===== src/rtl/imem_loader_if.sv =====
// imem_loader_if
// Groups the two buses of the instruction-memory loader:
//   - host byte link: Byte_In, Byte_Valid_In (host -> loader), Byte_Ready_Out (loader -> host)
//   - memory write port: Wr_En_Out, Wr_Add_Out, Wr_Data_Out (loader -> memory)
// Modports:
//   slave  - the loader (consumes bytes, drives the write port)
//   master - the host/memory side
interface imem_loader_if #(
    parameter int ADDR_W = 10,
    parameter int IWIDTH = 18
);
    logic [7:0]        Byte_In;
    logic              Byte_Valid_In;
    logic              Byte_Ready_Out;
    logic              Wr_En_Out;
    logic [ADDR_W-1:0] Wr_Add_Out;
    logic [IWIDTH-1:0] Wr_Data_Out;

    modport slave (
        input  Byte_In,
        input  Byte_Valid_In,
        output Byte_Ready_Out,
        output Wr_En_Out,
        output Wr_Add_Out,
        output Wr_Data_Out
    );

    modport master (
        output Byte_In,
        output Byte_Valid_In,
        input  Byte_Ready_Out,
        input  Wr_En_Out,
        input  Wr_Add_Out,
        input  Wr_Data_Out
    );
endinterface


===== src/rtl/imem_loader.sv =====
// imem_loader
// Writes a program image, received as a byte stream, into the 1024x18
// instruction memory and holds the core in reset while doing so.
// Stream: LEN_HI, LEN_LO (N = {hi[2:0], lo}), then N words of 3 bytes
// (byte0[1:0], byte1, byte2 -> data[17:0]).
// Optional feature: define IMEM_LOADER_CHECKSUM_EN to expect one trailing
// byte equal to the XOR of all word bytes; a mismatch ends in ERR.
// Ports:
//   Clk_In, Rst_n_In (async, active-low)
//   Start_In        - one-cycle pulse, starts a session when not busy
//   bus (slave)     - byte link + instruction memory write port
//   Core_Hold_Out   - core held in reset while high
//   Busy_Out        - session in progress
//   Done_Out        - load completed (level)
//   Err_Out         - load aborted (level)
//   Word_Count_Out  - words written in the current session
//
// state  | meaning
// IDLE   | after reset, waiting for Start_In
// LEN_HI | accepting the high length byte
// LEN_LO | accepting the low length byte, validating N
// B0..B2 | accepting the three bytes of one word
// WRITE  | one-cycle write strobe to the memory
// CSUM   | accepting the checksum byte (checksum build only)
// DONE   | load complete, core released
// ERR    | load aborted, core still held
module imem_loader #(
    parameter int ADDR_W = 10,
    parameter int IWIDTH = 18,
    parameter int DEPTH  = 1024
) (
    input  logic              Clk_In,
    input  logic              Rst_n_In,
    input  logic              Start_In,
    imem_loader_if.slave      bus,
    output logic              Core_Hold_Out,
    output logic              Busy_Out,
    output logic              Done_Out,
    output logic              Err_Out,
    output logic [ADDR_W:0]   Word_Count_Out
);

    localparam logic [ADDR_W:0] DEPTH_L = (ADDR_W+1)'(DEPTH);

    typedef enum logic [3:0] {
        IDLE, LEN_HI, LEN_LO, B0, B1, B2, WRITE,
`ifdef IMEM_LOADER_CHECKSUM_EN
        CSUM,
`endif
        DONE, ERR
    } state_t;

    state_t state, next;

    logic [7:0]        len_hi;
    logic [ADDR_W:0]   len;
    logic [1:0]        word_hi;
    logic [7:0]        word_mid;
    logic [ADDR_W:0]   n_len;
    logic              accept;
    logic              len_ok;
    logic              last_word;
    logic              start_go;
    logic              ready_nxt;
    logic              busy_nxt;
`ifdef IMEM_LOADER_CHECKSUM_EN
    logic [7:0]        csum;
`endif

    assign accept    = bus.Byte_Valid_In && bus.Byte_Ready_Out;
    assign n_len     = {len_hi[2:0], bus.Byte_In};
    assign len_ok    = (len_hi[7:3] == 5'd0) && (n_len != '0) && (n_len <= DEPTH_L);
    assign last_word = (Word_Count_Out == len - 1'b1);

    always_ff @(posedge Clk_In or negedge Rst_n_In) begin
        if (!Rst_n_In) state <= IDLE;
        else           state <= next;
    end

    always_comb begin
        next      = state;
        start_go  = 1'b0;
        ready_nxt = 1'b0;
        busy_nxt  = 1'b0;
        case (state)
            IDLE, DONE, ERR: begin
                if (Start_In) begin
                    next     = LEN_HI;
                    start_go = 1'b1;
                end
            end
            LEN_HI: if (accept) next = LEN_LO;
            LEN_LO: if (accept) next = len_ok ? B0 : ERR;
            B0:     if (accept) next = B1;
            B1:     if (accept) next = B2;
            B2:     if (accept) next = WRITE;
            WRITE: begin
                if (last_word) begin
`ifdef IMEM_LOADER_CHECKSUM_EN
                    next = CSUM;
`else
                    next = DONE;
`endif
                end else begin
                    next = B0;
                end
            end
`ifdef IMEM_LOADER_CHECKSUM_EN
            CSUM: if (accept) next = (bus.Byte_In == csum) ? DONE : ERR;
`endif
            default: next = IDLE;
        endcase

        // Status outputs are registered from the next state so they line up
        // with the state they describe.
        case (next)
            LEN_HI, LEN_LO, B0, B1, B2: begin
                ready_nxt = 1'b1;
                busy_nxt  = 1'b1;
            end
`ifdef IMEM_LOADER_CHECKSUM_EN
            CSUM: begin
                ready_nxt = 1'b1;
                busy_nxt  = 1'b1;
            end
`endif
            WRITE:   busy_nxt = 1'b1;
            default: ;
        endcase
    end

    always_ff @(posedge Clk_In or negedge Rst_n_In) begin
        if (!Rst_n_In) begin
            bus.Byte_Ready_Out <= 1'b0;
            bus.Wr_En_Out      <= 1'b0;
            bus.Wr_Add_Out     <= '0;
            bus.Wr_Data_Out    <= '0;
            Core_Hold_Out      <= 1'b0;
            Busy_Out           <= 1'b0;
            Done_Out           <= 1'b0;
            Err_Out            <= 1'b0;
            Word_Count_Out     <= '0;
            len_hi             <= '0;
            len                <= '0;
            word_hi            <= '0;
            word_mid           <= '0;
        end else begin
            bus.Byte_Ready_Out <= ready_nxt;
            bus.Wr_En_Out      <= (next == WRITE);
            Busy_Out           <= busy_nxt;
            Core_Hold_Out      <= busy_nxt || (next == ERR);
            Done_Out           <= (next == DONE);
            Err_Out            <= (next == ERR);

            if (start_go) Word_Count_Out <= '0;
            else if (state == WRITE) Word_Count_Out <= Word_Count_Out + 1'b1;

            if (accept) begin
                case (state)
                    LEN_HI: len_hi <= bus.Byte_In;
                    LEN_LO: len    <= n_len;
                    B0:     word_hi  <= bus.Byte_In[1:0];
                    B1:     word_mid <= bus.Byte_In;
                    B2: begin
                        // Address and data are registered together with the
                        // strobe, so all three are valid in the WRITE cycle.
                        bus.Wr_Add_Out  <= Word_Count_Out[ADDR_W-1:0];
                        bus.Wr_Data_Out <= {word_hi, word_mid, bus.Byte_In};
                    end
                    default: ;
                endcase
            end
        end
    end

`ifdef IMEM_LOADER_CHECKSUM_EN
    always_ff @(posedge Clk_In or negedge Rst_n_In) begin
        if (!Rst_n_In) begin
            csum <= '0;
        end else if (start_go) begin
            csum <= '0;
        end else if (accept && (state == B0 || state == B1 || state == B2)) begin
            csum <= csum ^ bus.Byte_In;
        end
    end
`endif

endmodule

===== src/flat_wrapper.sv =====
// flat-port wrapper written by rule: the top's interface ports become plain ports
module imem_loader_flat 
#(
    parameter int ADDR_W = 10,
    parameter int IWIDTH = 18,
    parameter int DEPTH  = 1024
)
  (Clk_In, Rst_n_In, Start_In, Core_Hold_Out, Busy_Out, Done_Out, Err_Out, Word_Count_Out, bus_Byte_In, bus_Byte_Valid_In, bus_Byte_Ready_Out, bus_Wr_En_Out, bus_Wr_Add_Out, bus_Wr_Data_Out);
  imem_loader_if #(.ADDR_W(ADDR_W), .IWIDTH(IWIDTH)) bus_i ();
  input  logic Clk_In;
  input  logic Rst_n_In;
  input  logic Start_In;
  output logic Core_Hold_Out;
  output logic Busy_Out;
  output logic Done_Out;
  output logic Err_Out;
  output logic [ADDR_W:0] Word_Count_Out;
  input wire logic [$bits(bus_i.Byte_In)-1:0] bus_Byte_In;
  input wire logic [$bits(bus_i.Byte_Valid_In)-1:0] bus_Byte_Valid_In;
  output wire logic [$bits(bus_i.Byte_Ready_Out)-1:0] bus_Byte_Ready_Out;
  output wire logic [$bits(bus_i.Wr_En_Out)-1:0] bus_Wr_En_Out;
  output wire logic [$bits(bus_i.Wr_Add_Out)-1:0] bus_Wr_Add_Out;
  output wire logic [$bits(bus_i.Wr_Data_Out)-1:0] bus_Wr_Data_Out;
  assign bus_i.Byte_In = bus_Byte_In;
  assign bus_i.Byte_Valid_In = bus_Byte_Valid_In;
  assign bus_Byte_Ready_Out = bus_i.Byte_Ready_Out;
  assign bus_Wr_En_Out = bus_i.Wr_En_Out;
  assign bus_Wr_Add_Out = bus_i.Wr_Add_Out;
  assign bus_Wr_Data_Out = bus_i.Wr_Data_Out;
  imem_loader #(.ADDR_W(ADDR_W), .IWIDTH(IWIDTH), .DEPTH(DEPTH)) u_core (.Clk_In(Clk_In), .Rst_n_In(Rst_n_In), .Start_In(Start_In), .bus(bus_i), .Core_Hold_Out(Core_Hold_Out), .Busy_Out(Busy_Out), .Done_Out(Done_Out), .Err_Out(Err_Out), .Word_Count_Out(Word_Count_Out));
endmodule

===== config.mk =====
export PLATFORM = sky130hd
export DESIGN_NAME = imem_loader_flat
export DESIGN_NICKNAME = d
export VERILOG_FILES = /design/src/rtl/imem_loader_if.sv /design/src/rtl/imem_loader.sv /design/src/flat_wrapper.sv
export SDC_FILE = /design/constraint.sdc
export NUM_CORES = 1
export LEC_CHECK = 0
export ABC_AREA = 1
export BUFFER_PORTS_ARGS = -buffer_cell sky130_fd_sc_hd__buf_2
export CAP_MARGIN = 30
export CORE_AREA = 2 2 124 126
export DETAILED_ROUTE_END_ITERATION = 16
export DIE_AREA = 0 0 126 128
export PLACE_DENSITY_LB_ADDON = 0.3
export SYNTH_ARGS = -nofsm -noshare
export SYNTH_HDL_FRONTEND = slang
export SYNTH_SLANG_ARGS = --single-unit

===== constraint.sdc =====
create_clock -name Clk_In -period 1.9 [get_ports Clk_In]
set_input_delay 0.285 -clock Clk_In [delete_from_list [all_inputs] [get_ports Clk_In]]
set_output_delay 0.285 -clock Clk_In [all_outputs]
set_load 0.005 [all_outputs]

==> flow_summary.json <==
{
  "start_kind": "flop",
  "die_height_um": 128,
  "whs_endpoint": "u_core.len[4]",
  "holdPathStages": 3,
  "post_synth_num_cell_types": 31,
  "ir_drop_mv": 0.683,
  "rows": 45,
  "ff2ff_path_depth": 11,
  "skew_ns": 0.00316,
  "die_area_mm2": 0.0161,
  "synth_top_area_share_pct": 53.6,
  "cpMaxStageDelayCell": "dfrtp_1",
  "clk_latency_ns": 0.34,
  "pre_cts_ws_ns": -0.0438,
  "worstHoldStart": "bus_Byte_In[4]",
  "cts.clk_slew.worst_paths_ns": 0.06,
  "avgRoutedWirePerCell_um": 13.1,
  "layout_commonest_cell": "nand2_1",
  "rrSetupSlack_ns": 0.09,
  "crit_cells": 11,
  "synthArstFlopShare_pct": 100,
  "synth_area_leaders": "dfrtp_1 54%, nand2_1 15%, o21ai_0 7.6%",
  "crit_path_max_fanout": 6,
  "grt_overflow_total": 0,
  "drv_slew": 0,
  "drc_errors": 0,
  "grt_pass1_wl_mm": 15.6,
  "slowest_delay_ns": 0.38,
  "required_ns": 2.10,
  "dieWidth_um": 126,
  "synth_nets": 455,
  "status": "completed",
  "crit_arrival_ns": 2.01,
  "postSynthCellCount": 441,
  "start_util_pct": 24.5,
  "rr_startpoint": "u_core.len[0]",
  "htree_levels": 3,
  "rsz0062_at_grt": "yes",
  "worstSetupPathType": "flop to flop",
  "syn_to_final_growth_pct": 27.7,
  "dpl.hpwl_mm": 6.97,
  "finalNetCount": 535,
  "synth_edf_count": 0,
  "max-cap-violations": 0,
  "fin_crit_sh_pct": 95.2,
  "yosysTopAreaCell": "dfrtp_1",
  "grt_start_max_net_pins": 51,
  "whs_ns": 0.206,
  "port_buffers": 56,
  "num_io_pins": 57,
  "place.gp.congestion": 0.826,
  "period_minus_slack_ns": 1.81,
  "synth_area_mm2": 0.00364,
  "setup_ws_ns": 0.0919,
  "fmax_mhz": 553,
  "relSlewSlack_pct": 67.6,
  "most-common-layout-cells": "141 x nand2_1, 76 x dfrtp_1, 55 x buf_2",
  "num_vias": 3085,
  "dr.first_iter.drc_count": 185,
  "cts.sinks": 78,
  "core_mm2": 0.0149,
  "fillerInstances": 1629,
  "post_synth.cell_area_avg_um2": 8.26,
  "wirelength_mm": 9.35,
  "drtPass1Iterations": 5,
  "drive_gt1_share_pct": 24.7,
  "synth-seq-cells": 78,
  "grt_antenna_before_repair": 0,
  "finalSetupViolCount": 0,
  "cts_root_buffer": "clkbuf_16",
  "path_cells": "inv_2 -> ha_4 -> nand4_1 -> o21bai_1 -> nand2_1 -> nor2_2 -> nand4_1 -> nand2_1 -> nand2_2 -> nand3_2 -> nand3_2",
  "cpLargestDelayFamily": "simple AND/OR/NAND/NOR gates",
  "antenna_cells": 0,
  "synth_seq_area_share_pct": 53.6,
  "yosysWarnings": 0,
  "grtUsageTotal_pct": 12.3,
  "hp-class": "input pin to flop",
  "p_leak_uw": 0.00239,
  "vias_per_cell": 4.32,
  "rr_endpoint": "u_core.Core_Hold_Out",
  "grt_pass1_vias": 3073,
  "cp_num_buf_inv": 1,
  "clockBufferDepth": 2,
  "numCtsBuffers": 9,
  "synthFlopType": "dfrtp_1",
  "p_per_area_mw_per_mm2": 1390,
  "hold_violations": 0,
  "postRouteAntennaNets": 0,
  "tightestPinTransition_ns": 0.485,
  "cts_tree": "done",
  "worst_setup_path_end_kind": "flop"
}
==> cells by family (layout without fill, tap and decap cells) <==
| kind of cell | count (synthesis) | after routing | synth area share, % |
|---|---|---|---|
| and+or+nand+nor | 224 | 224 | 27.4 |
| DFF | 78 | 78 | 53.6 |
| AOI/OAI and AO/OA | 72 | 72 | 10.3 |
| buffers and inverters | 59 | 144 | 6.15 |
| xor gates and xnor gates | 6 | 6 | 1.82 |
| adders and majority gates | 2 | 2 | 0.687 |
==> stage by stage <==
stage / area, µm² / setup TNS (ns) / instances / util, % / total power (µW)
detailed placement: 4280 / -0.0882 / 695 / 28.8 / 4640
global route: 4650 / -0.216 / 714 / 31.3 / 7010
finish: 4650 / 0 / 714 / 31.3 / 6480
global placement: 4280 / 0 / 695 / 28.8 / 4580
floorplan: 3640 / 0 / 441 / - / 3870
CTS: 4580 / 0 / 712 / 30.8 / 6400
==> worst reg2reg max path, stage by stage (launching register included) <==
cell and delay, ns:
dfrtp_1 0.38, inv_2 0.10, ha_4 0.18, nand4_1 0.14
o21bai_1 0.17, nand2_1 0.07, nor2_2 0.11, nand4_1 0.14
nand2_1 0.14, nand2_2 0.07, nand3_2 0.10, nand3_2 0.07
==> layout make-up <==
class / instances / area (µm²) / share of cell area, %
clock buffer: 10 / 229 / 4.92
clock inverter: 6 / 62.6 / 1.34
inverter: 51 / 194 / 4.17
multi-input combinational: 304 / 1520 / 32.7
sequential: 78 / 1950 / 42.0
tap: 188 / 235 / 5.06
timing repair buffer: 77 / 455 / 9.79
==> worst max-delay path by stage <==
| stage | start | to | slack [ns] |
|---|---|---|---|
| floorplan | u_core.len[0] | u_core.Core_Hold_Out | 0.27 |
| global placement | u_core.len[3] | u_core.Core_Hold_Out | 0.06 |
| detailed placement | u_core.len[0] | u_core.Core_Hold_Out | -0.04 |
| CTS | u_core.len[0] | u_core.Core_Hold_Out | 0.001 |
| global route | u_core.len[0] | u_core.Core_Hold_Out | -0.09 |
| finish | u_core.len[0] | u_core.Core_Hold_Out | 0.09 |
==> where the power goes <==
part / total, µW / switching (µW) / internal (µW)
Combinational: 2230 / 1310 / 919
Clock: 1690 / 672 / 1010
Sequential: 2560 / 367 / 2190
Total: 6480 / 2350 / 4130
==> cell usage after synthesis, types with 2 or more instances <==
| master | count |
|---|---|
| dfrtp_1 | 78 |
| nand2_2 | 2 |
| xnor2_1 | 3 |
| nor2_1 | 35 |
| xor2_1 | 2 |
| ha_1 | 2 |
| a21oi_1 | 9 |
| o21bai_1 | 2 |
| inv_1 | 48 |
| o21ai_1 | 3 |
| nand2_4 | 2 |
| nand3_1 | 15 |
| nand4_1 | 4 |
| o21ai_0 | 55 |
| nor3_1 | 7 |
| nand3_2 | 5 |
| nor3_2 | 3 |
| nor2_4 | 3 |
| nand2_1 | 144 |
| clkbuf_1 | 7 |
| inv_2 | 2 |
==> registers in the layout, indices dropped and copies added (netlist names), 2 cells and up <==
| register | cells |
|---|---|
| u_core.Word_Count_Out | 11 |
| u_core.word_hi | 2 |
| u_core.len_hi | 8 |
| u_core.bus.Wr_Add_Out | 10 |
| u_core.state | 4 |
| u_core.len | 11 |
| u_core.word_mid | 8 |
| u_core.bus.Wr_Data_Out | 18 |
==> timing repair <==
item | in CTS | in global routing
setup buffers | 0 | 2
endpoints found under the setup margin | 4 | 6
endpoints found under the hold margin | 32 | 0
pin swaps | 0 | 7
gates cloned | 0 | 0
gates resized for setup | 3 | 19
hold buffers | 1 | 0
==> routing by layer <==
layer / up-vias / track usage [%] / part of all wire [%] / wire (µm)
li1: 1568 / - / - / -
met1: 1445 / 16.9 / 50 / 4650
met2: 64 / 18.4 / 44 / 4160
met3: 8 / 3.96 / 4.6 / 434
met4: 0 / 4.07 / 1.1 / 102
met5: - / 0 / 0 / 0
Power figures use the tool's default switching activity.
